## src/rtl/piso_tx.sv

```systemverilog
// Parallel-in/serial-out transmitter with a valid/ready load handshake.
// An optional advance strobe gates each bit step, like a flip-flop enable.
module piso_tx #(
   parameter int WIDTH     = 8,
   parameter int USE_EN    = 1,
   parameter int LSB_FIRST = 1
) (
   input  logic             clk,
   input  logic             rst,
   input  logic             en,
   input  logic [WIDTH-1:0] din,
   input  logic             din_valid,
   output logic             din_ready,
   output logic             sout,
   output logic             sout_valid,
   output logic             busy,
   output logic             done
);

   localparam int CW = $clog2(WIDTH);
   localparam logic [CW-1:0] LAST = CW'(WIDTH - 1);

   typedef enum logic [1:0] {IDLE, SHIFT, DONE} state_t;

   state_t           state;
   logic [WIDTH-1:0] shreg;
   logic [CW-1:0]    cnt;

   logic             advance;
   logic [WIDTH-1:0] shreg_next;
   logic             first_bit;
   logic             next_bit;

   assign advance    = (USE_EN != 0) ? en : 1'b1;
   assign shreg_next = (LSB_FIRST != 0) ? (shreg >> 1) : (shreg << 1);
   assign first_bit  = (LSB_FIRST != 0) ? din[0] : din[WIDTH-1];
   assign next_bit   = (LSB_FIRST != 0) ? shreg_next[0] : shreg_next[WIDTH-1];

   // Outputs are registered alongside the state so each one reflects the
   // state being entered; sout is preloaded with the bit that will be shown.
   always_ff @(posedge clk) begin
      if (!rst) begin
         state      <= IDLE;
         shreg      <= '0;
         cnt        <= '0;
         din_ready  <= 1'b1;
         sout       <= 1'b0;
         sout_valid <= 1'b0;
         busy       <= 1'b0;
         done       <= 1'b0;
      end else begin
         case (state)
            IDLE: begin
               if (din_valid) begin
                  state      <= SHIFT;
                  shreg      <= din;
                  cnt        <= '0;
                  din_ready  <= 1'b0;
                  busy       <= 1'b1;
                  sout_valid <= 1'b1;
                  sout       <= first_bit;
               end
            end
            SHIFT: begin
               if (advance) begin
                  if (cnt == LAST) begin
                     state      <= DONE;
                     busy       <= 1'b0;
                     sout_valid <= 1'b0;
                     sout       <= 1'b0;
                     done       <= 1'b1;
                  end else begin
                     shreg <= shreg_next;
                     cnt   <= cnt + 1'b1;
                     sout  <= next_bit;
                  end
               end
            end
            DONE: begin
               state     <= IDLE;
               done      <= 1'b0;
               din_ready <= 1'b1;
            end
            default: begin
               state      <= IDLE;
               din_ready  <= 1'b1;
               busy       <= 1'b0;
               sout_valid <= 1'b0;
               sout       <= 1'b0;
               done       <= 1'b0;
            end
         endcase
      end
   end

endmodule

```

## config.mk

```make
export PLATFORM = sky130hd
export DESIGN_NAME = piso_tx
export DESIGN_NICKNAME = d
export VERILOG_FILES = /design/src/rtl/piso_tx.sv
export SDC_FILE = /design/constraint.sdc
export NUM_CORES = 1
export LEC_CHECK = 0
export CAP_MARGIN = 0
export CELL_PAD_IN_SITES_DETAIL_PLACEMENT = 1
export CELL_PAD_IN_SITES_GLOBAL_PLACEMENT = 2
export CORE_ASPECT_RATIO = 1.25
export CORE_MARGIN = 2
export CORE_UTILIZATION = 29
export CTS_CLUSTER_DIAMETER = 50
export DETAILED_ROUTE_END_ITERATION = 8
export PLACE_DENSITY_LB_ADDON = 0.12
export SYNTH_ARGS = -nofsm -noshare
export SYNTH_HDL_FRONTEND = slang
export SYNTH_SLANG_ARGS = --single-unit
```

## constraint.sdc

```tcl
create_clock -name clk -period 1.6 [get_ports clk]
set_input_delay 0.32 -clock clk [delete_from_list [all_inputs] [get_ports clk]]
set_output_delay 0.32 -clock clk [all_outputs]
set_load 0.005 [all_outputs]
```

======== Word-level counts from Yosys, hierarchy flattened ========
Index checks and enable logic that the tools add are counted.
word-level totals
  register bits ........................... 17
  output and inout bits ................... 5
  input bits .............................. 12
  logic and storage cells ................. 51
operators by class
  equal/unequal tests ..................... 7
  reductions and logical operators ........ 8
  bitwise logic cells ..................... 3
  multiplexer cells ....................... 25
  add/subtract/negate cells ............... 1
operators by type and width
  cell                   number
  $mux W8                3
  $pmux W8 S2            1
  $mux W1                9
  $mux W3                3
  $reduce_and A3 Y1      3
  $ne A2 B2 Y1 const B   4
  $reduce_and A4 Y1      2
  $mux W2                3
  $pmux W1 S3            2
  $pmux W3 S2            1
  $pmux W1 S2            2
  $pmux W2 S2            1
  $add A3 B1 Y3 const B  1
  $eq A3 B3 Y1 const B   1
  $not A1 Y1             3
  $eq A2 B1 Y1 const B   1
  $eq A2 B2 Y1 const B   1
  $logic_not A2 Y1       1
  $reduce_and A2 Y1      1
  $reduce_bool A2 Y1     1

======== Depth between registers and ports, before layout ========
  word-level depth ........................ 4
  depth in mapped cells ................... 5
  depth with buffers taken out ............ 5

======== Worst setup path before layout ========
No wires, ideal clock.
  path type ............................... reg-to-reg
  from .................................... register cnt[0]
  to ...................................... register shreg[1]
  period minus slack after synthesis ...... 1432 ps
  data required time ...................... 1528 ps
  setup slack ............................. 168 ps
  data arrival time ....................... 1360 ps
  cell stages (with the launch flop) ...... 6
  setup time .............................. 72 ps
  path buffers ............................ 0
  path through ............................ dfxtp_1 -> ha_1 -> ha_1 -> nand3b_4 -> a21oi_4 -> mux2i_1
between the ends
  word-level cells in the longest chain between the ends .. 3
RTL lines
  element                             RTL line  text
  from (decl)                         27        logic [CW-1:0] cnt;
  from (signal assigned)              74        cnt <= cnt + 1'b1;
  $eq A3 B3 Y1                        66        if (cnt == LAST) begin
  $ne A2 B2 Y1 (no source line)       --
  $reduce_and A4 Y1 (no source line)  --
  to (signal assigned)                56        shreg <= din;
  to (signal assigned)                73        shreg <= shreg_next;
  to (decl)                           26        logic [WIDTH-1:0] shreg;
Every way passes these cells.
A chain may end at the register's enable or synchronous reset.

======== Worst setup path after layout ========
  from .................................... register cnt[0]
  to ...................................... register shreg[2]
The elaborated chain is that of the path after synthesis.

==> flow_summary.json <==
{
  "drt_pre_antenna_iters": 2,
  "fraction_of_power_consumed_by_combinational_cells": 0.195,
  "total_leakage_power_nw": 0.4181,
  "relative_area_change_from_synthesis_to_final_layout_pct": 38.01,
  "globalRouteOverflowTotal": 0,
  "floorplan.die_area_um2": 3075,
  "critPathLaunchType": "flip-flop",
  "postLayoutSetupSlackWorst_ps": 123.4,
  "clk_pin_slew_worst_paths_ps": 100,
  "crit_family": "adder cells",
  "cts_tree": "done",
  "arrival_time_of_data_at_the_critical_path_endpoint_ps": 1700,
  "detailroute.via_count": 652,
  "fin_setup_tns_ps": 0,
  "yosys_register_bits": 16,
  "fp.dieW_um": 50,
  "layout_min_cycle_time_ps": 1477,
  "ys_top_cells_by_area": "sky130_fd_sc_hd__dfxtp_1 (42%), sky130_fd_sc_hd__mux2i_1 (7.8%), sky130_fd_sc_hd__o211ai_1 (5.9%)",
  "grt_start_max_net_pins": 15,
  "power_report.internal_total_mw": 0.6680,
  "totalWireLength_mm": 1.771,
  "ctsHoldBuffers": 0,
  "clock_path_buffers": 2,
  "layout.filler_cells": 279,
  "ant_cells": 0,
  "top_level_ports": 17,
  "place.gp.congestion": 0.7726,
  "synthesis.nets": 93,
  "io_buffer_count": 16,
  "cellPowerDensity_nw_per_um2": 830.4,
  "placeable_core_area_um2": 2477,
  "drt.antenna.violating_nets": 0,
  "clkPwrFrac": 0.304,
  "finished_layout_cells": 135,
  "final_layout_size_suffix_gt1_frac": 0.1667,
  "first_global_vias": 648,
  "timing_worst_setup_path_type": "flip-flop to flip-flop",
  "cts_htree_levels": 1,
  "seq_power_share": 0.501,
  "slew_headroom": 0.7562,
  "cell_with_the_largest_stage_delay_on_the_worst_path": "sky130_fd_sc_hd__dfxtp_1",
  "critical_path_required_ps": 1820,
  "synth_top_cell_by_area": "sky130_fd_sc_hd__dfxtp_1",
  "drt-vias-per-instance": 4.830,
  "power_switching_share": 0.2401,
  "drc_errors": 0,
  "worst_pin_slew_ps": 365.3,
  "outcome": "completed",
  "number_of_cts_inserted_buffers": 3,
  "dp_cells": 131,
  "finClkSkew_ps": 2.389,
  "worst_skew_pair_later_pin_latency_ps": 280,
  "maximum_fanout_along_the_worst_path": 7,
  "yosys_warnings": 0,
  "grt_first_pass_wirelength_mm": 3.001,
  "syn_area_um2": 767.0,
  "clk_root_buffer_cell": "sky130_fd_sc_hd__clkbuf_4",
  "start_util": 0.3096,
  "fin_crit_sh": 0.9229,
  "synth.yosys.seq_area_share": 0.4176,
  "number_of_enable_flip_flop_cells_after_synthesis": 0,
  "yosys_most_used_dff": "sky130_fd_sc_hd__dfxtp_1",
  "dieHeight_um": 61.50,
  "cts_resized": 0,
  "rsz_0062_raised_after_global_routing": "false",
  "finalNetCount": 117,
  "hold-worst-slack_ps": 454.0,
  "critPathMaxStageDelay_ps": 340,
  "max_clock_freq_ghz": 0.6772,
  "average_cell_area_after_synthesis_um2": 9.709,
  "grt.total_usage": 0.1328,
  "critical_path.cell_chain": "ha_1, ha_2, nand3b_4, a21oi_4, buf_12, mux2i_1",
  "synth.distinct_cells": 27,
  "timing.final.max_slew_violations": 0,
  "worstSetupEndpointType": "flip-flop",
  "cts_num_sinks": 16,
  "postSynthCellCount": 79,
  "grt_antenna_before_repair": 0,
  "timing.max_cap.violations": 0,
  "setup_viol": 0,
  "post-cts-setup-buffers": 0,
  "synth.top_cell.area_share": 0.4176,
  "worst_hold_startpoint": "done",
  "worst_r2r_startpoint": "cnt[0]",
  "detailedPlacementHpwl_mm": 1.372,
  "worst_setup_path_startpoint": "cnt[0]",
  "ir_drop_uv": 512.3,
  "drt_first_iter_violations": 6,
  "ys_async_sr_fraction": 0,
  "critical_path.n_buffers_inverters": 1,
  "holdCritPathClass": "flip-flop to flip-flop",
  "hold_viol": 0,
  "row_count": 20,
  "place_ws_ps": 40.11,
  "route.detailed.wl_per_inst_um": 13.12,
  "total_switching_power_mw": 0.2110
}
tightest hold or removal path, cell delays in order, from the launching register on:
cell	delay, ps
sky130_fd_sc_hd__dfxtp_1	320
sky130_fd_sc_hd__inv_1	40
sky130_fd_sc_hd__a21oi_1	50
stage by stage:
stage,power (mW),instance area [um^2],utilization
2_1_floorplan,0.5348,767.0,-
3_3_place_gp,0.6211,1020,0.4116
3_5_place_dp,0.6232,1020,0.4116
4_1_cts,0.8924,1056,0.4263
5_1_grt,0.9298,1059,0.4273
6_report,0.8790,1059,0.4273
cells in the final DEF, fill, tap and decap left out, drive strengths merged:
cell type      count
mux2i              6
dfxtp             16
nor3b              2
a21bo              1
a211o              1
a21oi              4
o32ai              1
nor2b              2
o2bb2ai            3
o211ai             6
nand3b             3
buf                8
nand2             11
nand3              1
ha                 2
a21o               1
nor3               1
o21a               1
clkbuf             4
clkdlybuf4s50     16
inv                1
nand2b             7
nor2               3
or2b               1
flip-flops by register name, summed over array words and instances, names as in the netlist:
register and flops:
shreg 7, cnt 3, state 2, busy 1, din_ready 1, done 1, sout 1
path summary, 6_finish.rpt:
check | slack [ps] | cells past startpoint | to
worst min register to register | 450 | 2 | done
worst min-delay path | 450 | 2 | done
worst max register to register | 120 | 6 | shreg[2]
worst max-delay path | 120 | 6 | shreg[2]
metal layers:
metal  global-route usage  vias up  share of wire
li1                     -      325              -
met2               0.2481        8           0.54
met1               0.1533      315           0.43
met4              0.05952        0          0.014
met3              0.01456        4          0.019
met5                    0        -              0
power groups by stage:
stage	Combinational [mW]	Clock (mW)	Sequential [mW]
after floorplan	0.0915	0	0.443
after global placement	0.171	0	0.450
after detailed placement	0.173	0	0.450
after CTS	0.174	0.277	0.441
after global routing	0.187	0.298	0.444
final	0.171	0.268	0.440
cells by family after synthesis:
kind of cell / Yosys count / share of synthesized area
buffers and inverters: 6 / 0.04893
AND/OR/NAND/NOR: 31 / 0.2333
AO/OA/AOI/OAI: 18 / 0.1892
adder cells (fa/ha/maj): 2 / 0.03262
flip-flops: 16 / 0.4176
multiplexers: 6 / 0.07831
cells in the mapped netlist, types with 2 or more instances:
master,instances
sky130_fd_sc_hd__ha_1,2
sky130_fd_sc_hd__nor2_1,3
sky130_fd_sc_hd__nand2b_1,6
sky130_fd_sc_hd__nor2b_1,2
sky130_fd_sc_hd__o2bb2ai_1,3
sky130_fd_sc_hd__o211ai_1,6
sky130_fd_sc_hd__nand2_1,11
sky130_fd_sc_hd__nor3b_1,2
sky130_fd_sc_hd__a21oi_1,3
sky130_fd_sc_hd__buf_2,3
sky130_fd_sc_hd__dfxtp_1,16
sky130_fd_sc_hd__mux2i_1,6
sky130_fd_sc_hd__nand3b_1,2
cell type report:
class,instances,area [um^2],share of cell area
inverter,1,3.754,0.003546
tap,33,41.29,0.03901
timing repair buffer,24,245.2,0.2317
multi-input combinational,57,411.6,0.3889
sequential,16,320.3,0.3026
clock buffer,4,36.28,0.03428
Note: power is estimated with default switching activity, not from simulation.
